File: src/rtl/fpu_issue_sequencer.sv
// ---------------------------------------------------------------------------
// fpu_issue_sequencer
//   Owns the 32 x 32-bit single-precision FP register file and sequences an
//   external combinational add/sub datapath as a multicycle path. It accepts
//   one instruction at a time, latches the operands onto dp_*, holds them for
//   EXEC_CYCLES cycles, then writes the result back and pulses resp_valid.
//
// Ports
//   clk, reset_n              clock, async active-low reset
//   req_valid / req_ready     request handshake (ready only in IDLE)
//   req_op/fs/ft/fd/wdata     instruction fields, sampled on the accept edge
//   dp_data1/2, dp_aluop      registered operands / command to the datapath
//   dp_result                 combinational datapath result
//   resp_valid/data/fd/err    one-cycle completion report
//   busy                      sequencer is not idle
// ---------------------------------------------------------------------------
module fpu_issue_sequencer #(
   parameter int         EXEC_CYCLES = 2,
   parameter logic [2:0] ALU_ADD     = 3'd0,
   parameter logic [2:0] ALU_SUB     = 3'd1
) (
   input  logic        clk,
   input  logic        reset_n,
   input  logic        req_valid,
   output logic        req_ready,
   input  logic [2:0]  req_op,
   input  logic [4:0]  req_fs,
   input  logic [4:0]  req_ft,
   input  logic [4:0]  req_fd,
   input  logic [31:0] req_wdata,
   output logic [31:0] dp_data1,
   output logic [31:0] dp_data2,
   output logic [2:0]  dp_aluop,
   input  logic [31:0] dp_result,
   output logic        resp_valid,
   output logic [31:0] resp_data,
   output logic [4:0]  resp_fd,
   output logic        resp_err,
   output logic        busy
);

   localparam logic [2:0] OP_ADD  = 3'b000;
   localparam logic [2:0] OP_SUB  = 3'b001;
   localparam logic [2:0] OP_MOV  = 3'b010;
   localparam logic [2:0] OP_MTC1 = 3'b011;
   localparam logic [2:0] OP_MFC1 = 3'b100;

   typedef enum logic [1:0] {S_IDLE, S_READ, S_EXEC, S_WB} state_t;

   state_t      r_state;
   logic [2:0]  r_op;
   logic [4:0]  r_fs;
   logic [4:0]  r_ft;
   logic [4:0]  r_fd;
   logic [3:0]  r_cnt;
   logic        r_wen;       // WB commits resp_data into r_rf[r_fd]
   logic [31:0] r_rf [32];
   logic [31:0] r_dp_data1;
   logic [31:0] r_dp_data2;
   logic [2:0]  r_dp_aluop;
   logic        r_resp_valid;
   logic [31:0] r_resp_data;
   logic [4:0]  r_resp_fd;
   logic        r_resp_err;

   wire w_accept = req_valid && req_ready;

   assign req_ready  = (r_state == S_IDLE);
   assign busy       = (r_state != S_IDLE);
   assign dp_data1   = r_dp_data1;
   assign dp_data2   = r_dp_data2;
   assign dp_aluop   = r_dp_aluop;
   assign resp_valid = r_resp_valid;
   assign resp_data  = r_resp_data;
   assign resp_fd    = r_resp_fd;
   assign resp_err   = r_resp_err;

   // The response registers double as the result latch: they are loaded on
   // every transition into WB so resp_valid is high during the WB cycle and
   // the writeback at the end of WB uses the same value that was reported.
   always_ff @(posedge clk or negedge reset_n) begin
      if (!reset_n) begin
         r_state      <= S_IDLE;
         r_op         <= OP_ADD;
         r_fs         <= '0;
         r_ft         <= '0;
         r_fd         <= '0;
         r_cnt        <= '0;
         r_wen        <= 1'b0;
         r_dp_data1   <= '0;
         r_dp_data2   <= '0;
         r_dp_aluop   <= ALU_ADD;
         r_resp_valid <= 1'b0;
         r_resp_data  <= '0;
         r_resp_fd    <= '0;
         r_resp_err   <= 1'b0;
         for (int i = 0; i < 32; i++) r_rf[i] <= '0;
      end else begin
         case (r_state)
            S_IDLE: begin
               if (w_accept) begin
                  r_op <= req_op;
                  r_fs <= req_fs;
                  r_ft <= req_ft;
                  r_fd <= req_fd;
                  if (req_op == OP_MTC1) begin
                     r_resp_valid <= 1'b1;
                     r_resp_data  <= req_wdata;
                     r_resp_fd    <= req_fd;
                     r_resp_err   <= 1'b0;
                     r_wen        <= 1'b1;
                     r_state      <= S_WB;
                  end else if (req_op > OP_MFC1) begin
                     r_resp_valid <= 1'b1;
                     r_resp_data  <= '0;
                     r_resp_fd    <= '0;
                     r_resp_err   <= 1'b1;
                     r_wen        <= 1'b0;
                     r_state      <= S_WB;
                  end else begin
                     r_state <= S_READ;
                  end
               end
            end

            S_READ: begin
               r_dp_data1 <= r_rf[r_fs];
               r_dp_data2 <= r_rf[r_ft];
               r_dp_aluop <= (r_op == OP_SUB) ? ALU_SUB : ALU_ADD;
               if (r_op == OP_ADD || r_op == OP_SUB) begin
                  r_cnt   <= 4'(EXEC_CYCLES - 1);
                  r_state <= S_EXEC;
               end else begin
                  // mov.s writes fd; mfc1 only reports fs
                  r_resp_valid <= 1'b1;
                  r_resp_data  <= r_rf[r_fs];
                  r_resp_fd    <= (r_op == OP_MOV) ? r_fd : 5'd0;
                  r_resp_err   <= 1'b0;
                  r_wen        <= (r_op == OP_MOV);
                  r_state      <= S_WB;
               end
            end

            S_EXEC: begin
               // dp_* stay frozen here; dp_result is trusted only once the
               // counter has run out.
               if (r_cnt == 4'd0) begin
                  r_resp_valid <= 1'b1;
                  r_resp_data  <= dp_result;
                  r_resp_fd    <= r_fd;
                  r_resp_err   <= 1'b0;
                  r_wen        <= 1'b1;
                  r_state      <= S_WB;
               end else begin
                  r_cnt <= r_cnt - 4'd1;
               end
            end

            S_WB: begin
               if (r_wen) r_rf[r_fd] <= r_resp_data;
               r_wen        <= 1'b0;
               r_resp_valid <= 1'b0;
               r_state      <= S_IDLE;
            end

            default: r_state <= S_IDLE;
         endcase
      end
   end

endmodule
File: config.mk
export PLATFORM = sky130hd
export DESIGN_NAME = fpu_issue_sequencer
export DESIGN_NICKNAME = d
export VERILOG_FILES = /design/src/rtl/fpu_issue_sequencer.sv
export SDC_FILE = /design/constraint.sdc
export NUM_CORES = 2
export LEC_CHECK = 0
export BUFFER_PORTS_ARGS = -buffer_cell sky130_fd_sc_hd__buf_2
export CORE_MARGIN = 2
export CORE_UTILIZATION = 40
export CTS_CLUSTER_DIAMETER = 50
export DETAILED_ROUTE_END_ITERATION = 16
export HOLD_SLACK_MARGIN = 0.05
export SETUP_SLACK_MARGIN = 0.15
export SYNTH_ARGS = -nofsm -noshare
export SYNTH_HDL_FRONTEND = slang
export SYNTH_SLANG_ARGS = --single-unit
File: constraint.sdc
create_clock -name clk -period 2.95 [get_ports clk]
set_clock_uncertainty 0.2 [all_clocks]
set_input_delay 0.59 -clock clk [delete_from_list [all_inputs] [get_ports clk]]
set_output_delay 0.59 -clock clk [all_outputs]
set_load 0.02 [all_outputs]
==> flow_metrics.tcl <==
set metrics [dict create \
    outcome "finished clean" \
    clk_path_buf_depth 3 \
    synthFlopType "dfrtp_1" \
    die-area_um2 153000 \
    io_buffers 190 \
    grtUsageMet1_pct 35.7 \
    placed_area_um2 65500 \
    drc 0 \
    globalRoute.totalOverflow 0 \
    finalCritPeriodShare_pct 94.5 \
    leakage_nw 32.9 \
    maxCapViolations 0 \
    drv_slew 0 \
    cts_tree "done" \
    dpl.hpwl_um 119000 \
    p_per_area_nw_per_um2 949 \
    max_stage_delay_ns 0.84 \
    ys_ff_latch 1153 \
    drive_gt1_share_pct 56.0 \
    synth_cell_types 46 \
    fin_cells 6373 \
    antenna_found_initial 1 \
    synth_cells 3941 \
    gr-usage-met2_pct 41.0 \
    clk_latency_ns 0.79 \
    place_ws_ns 0.137 \
    r2r_setup_slack_ns 0.16 \
    start_util_pct 40.2 \
    ys_warn_count 0 \
    cp_common_cell "a21oi_1" \
    path_cells "inv_2 -> nand2_2 -> buf_4 -> a21oi_1 -> or3_1 -> a21oi_1" \
    grt_pass1_wl_um 284000 \
    r2r_cells 6 \
    crit-reg2reg-capture "resp_data[22]" \
    worstSetupPathDepth 6 \
    async_reset_ff_share_pct 100 \
    setup-violations-final 0 \
    fin_tns_setup_ns 0 \
    cp_max_fo 9 \
    crit_buf_inv 2 \
    endpoint_kind "register" \
    grt_use_met3_pct 4.66 \
    relSlewSlack_pct 37.5 \
    p_total_w 0.0678 \
    std_cell_rows 142 \
    dp.cells 6018 \
    period_needed_ns 2.79 \
    tightest_slew_ns 0.938 \
    worstSetupPathType "reg2reg" \
    drt_iter0_drc 3750 \
    required_ns 3.44 \
    syn_area_um2 60000 \
    cts.clk_slew.worst_paths_ns 0.06 \
    synth_area_per_cell_um2 15.2 \
    gp_congestion 0.829 \
    critical_path_arrival_ns 3.28 \
    crit_start "r_fs[3]" \
    die_x_um 391 \
    cts_buffers 143 \
    dr.pass1.iters 7 \
    stdcell_area_um2 71500 \
    cts_htree_levels 4 \
    fp.dieH_um 391 \
    grt_pass1_vias 39500 \
    grt_start_max_net_pins 110 \
    hold_viol 0 \
    cts.sinks 1153 \
    rsz0062_at_grt "yes" \
    cp_slowest_cell "dfrtp_1" \
    hp-class "in2reg" \
    grt_use_total_pct 25.6 \
    crit_path_end "resp_data[22]" \
    busiest_layer "met2" \
    start_kind "register" \
    final_nets 4336 \
    wl_per_cell_um 30.5 \
    ios 193 \
    cts_root_buffer "clkbuf_16" \
    synth_edf_count 0 \
    fmax_ghz 0.359 \
    fin_ws_ns 0.163 \
    min_from "req_wdata[15]" \
    avgViaCountPerCell 6.07 \
    syn2layout_area_growth_pct 19.1 \
    core_um2 149000 \
    r2r-start "r_fs[3]" \
    ant_nets 0 \
    seq_area_frac_synth_pct 48.1 \
    cp_top_family "flip-flops" \
    vdd_drop_max_mv 0.717 \
    routed_wl_um 194000 \
    vias 38700 \
]
-- routing by layer --
layer | vias up | routed length [um]
li1 | 15800 | -
met1 | 21300 | 83300
met2 | 1390 | 93700
met3 | 250 | 12300
met4 | 0 | 4820
met5 | - | 0
-- synthesized netlist by cell type (6+ instances only) --
| cell | instances | area share (%) |
|---|---|---|
| or2_2 | 28 | 0.29 |
| inv_1 | 34 | 0.21 |
| buf_1 | 52 | 0.33 |
| mux4_2 | 541 | 20 |
| buf_4 | 23 | 0.29 |
| ha_1 | 7 | 0.15 |
| mux2i_1 | 161 | 2.7 |
| or3_1 | 28 | 0.29 |
| nor2_1 | 59 | 0.37 |
| buf_2 | 78 | 0.65 |
| o21a_1 | 8 | 0.10 |
| mux2_2 | 1074 | 20 |
| clkbuf_1 | 242 | 1.5 |
| a21oi_1 | 122 | 1.0 |
| nand2_1 | 81 | 0.51 |
| o21ai_1 | 25 | 0.21 |
| o21ai_0 | 14 | 0.12 |
| o22ai_1 | 32 | 0.33 |
| a22oi_1 | 94 | 1.2 |
| nor3_1 | 12 | 0.10 |
| a21o_1 | 7 | 0.088 |
| dfrtp_1 | 1153 | 48 |
| o311ai_1 | 7 | 0.10 |
| nor2b_1 | 6 | 0.063 |
| a22o_1 | 8 | 0.12 |
| buf_6 | 14 | 0.26 |
-- sequential cells by signal, indices dropped and copies added, names as in the netlist --
signal and cells:
r_state 2, r_cnt 4, dp_aluop 1, dp_data2 32, resp_fd 5, resp_err 1, r_fd 5, r_ft 5
dp_data1 32, r_fs 5, resp_data 32, r_wen 1, r_op 3, resp_valid 1, r_rf 1024
-- worst min-delay path: stages --
cell	delay, ns
buf_2	0.09
o21a_2	0.19
a22o_1	0.15
-- kinds of logic (layout without fill, tap and decap cells) --
family,count (synthesis),count (layout),synth area share [%]
AO/OA/AOI/OAI,322,322,3.33
multiplexers,1779,1779,43.3
adder cells (fa/ha/maj),8,8,0.163
AND/OR/NAND/NOR,234,234,1.87
other,1,4,0.00625
buffers and inverters,444,857,3.29
flip-flops,1153,1153,48.1
-- layout make-up --
cell class | instances | area (um2)
sequential | 1153 | 28900
timing repair buffer | 567 | 5450
clock buffer | 189 | 4120
antenna | 2 | 5.00
tap | 2016 | 2520
inverter | 34 | 128
clock inverter | 67 | 877
fill | 12800 | 77900
multi-input combinational | 2345 | 29500
-- how the worst min path moves through the flow --
stage / end / slack [ns] / cells past startpoint
floorplan: dp_aluop[0] / 0.09 / 0
global placement: resp_fd[1] / 0.26 / 2
detailed placement: resp_fd[1] / 0.27 / 2
CTS: resp_data[13] / 0.07 / 4
global route: resp_data[23] / 0.06 / 3
finish: resp_data[15] / 0.08 / 3
-- placed cells by master (no fill, tap or decap), drive strengths merged, types with 2 or more instances in the layout --
master / count
mux2: 1074
buf: 492
or2: 28
nor3b: 3
conb: 2
nor2: 59
and2: 3
nor3: 12
o21ai: 39
clkinvlp: 14
or3: 28
a21o: 7
nor2b: 6
o21a: 8
diode: 2
a22oi: 94
clkinv: 25
o311ai: 7
bufinv: 18
nor4: 2
o22ai: 32
clkbuf: 190
a221oi: 2
dfrtp: 1153
ha: 7
nand2: 81
mux4: 544
a22o: 8
inv: 44
nand3b: 3
nand3: 3
mux2i: 161
a21oi: 122
dlygate4sd3: 74
-- power by group --
group / switching, W / internal, W / total (W)
logic: 0.0148 / 0.0125 / 0.0273
clock network: 0.00717 / 0.0114 / 0.0186
registers: 0.00303 / 0.0189 / 0.0219
-- per-stage QoR --
step	hold slack [ns]	util (%)
after floorplan	0.0944	-
after global placement	0.263	43.8
after detailed placement	0.274	43.8
after CTS	0.0657	47.7
after global routing	0.0639	47.9
final	0.0751	47.9
-- what timing repair did --
action | CTS | global route
endpoints found under the hold margin | 564 | 0
hold buffers | 74 | 0
setup endpoints to repair | 6 | 74
resized for setup | 2 | 19
buffers inserted | 0 | 22
gates cloned | 0 | 1
pin swaps | 0 | 1
Note: power is estimated with default switching activity, not from simulation.
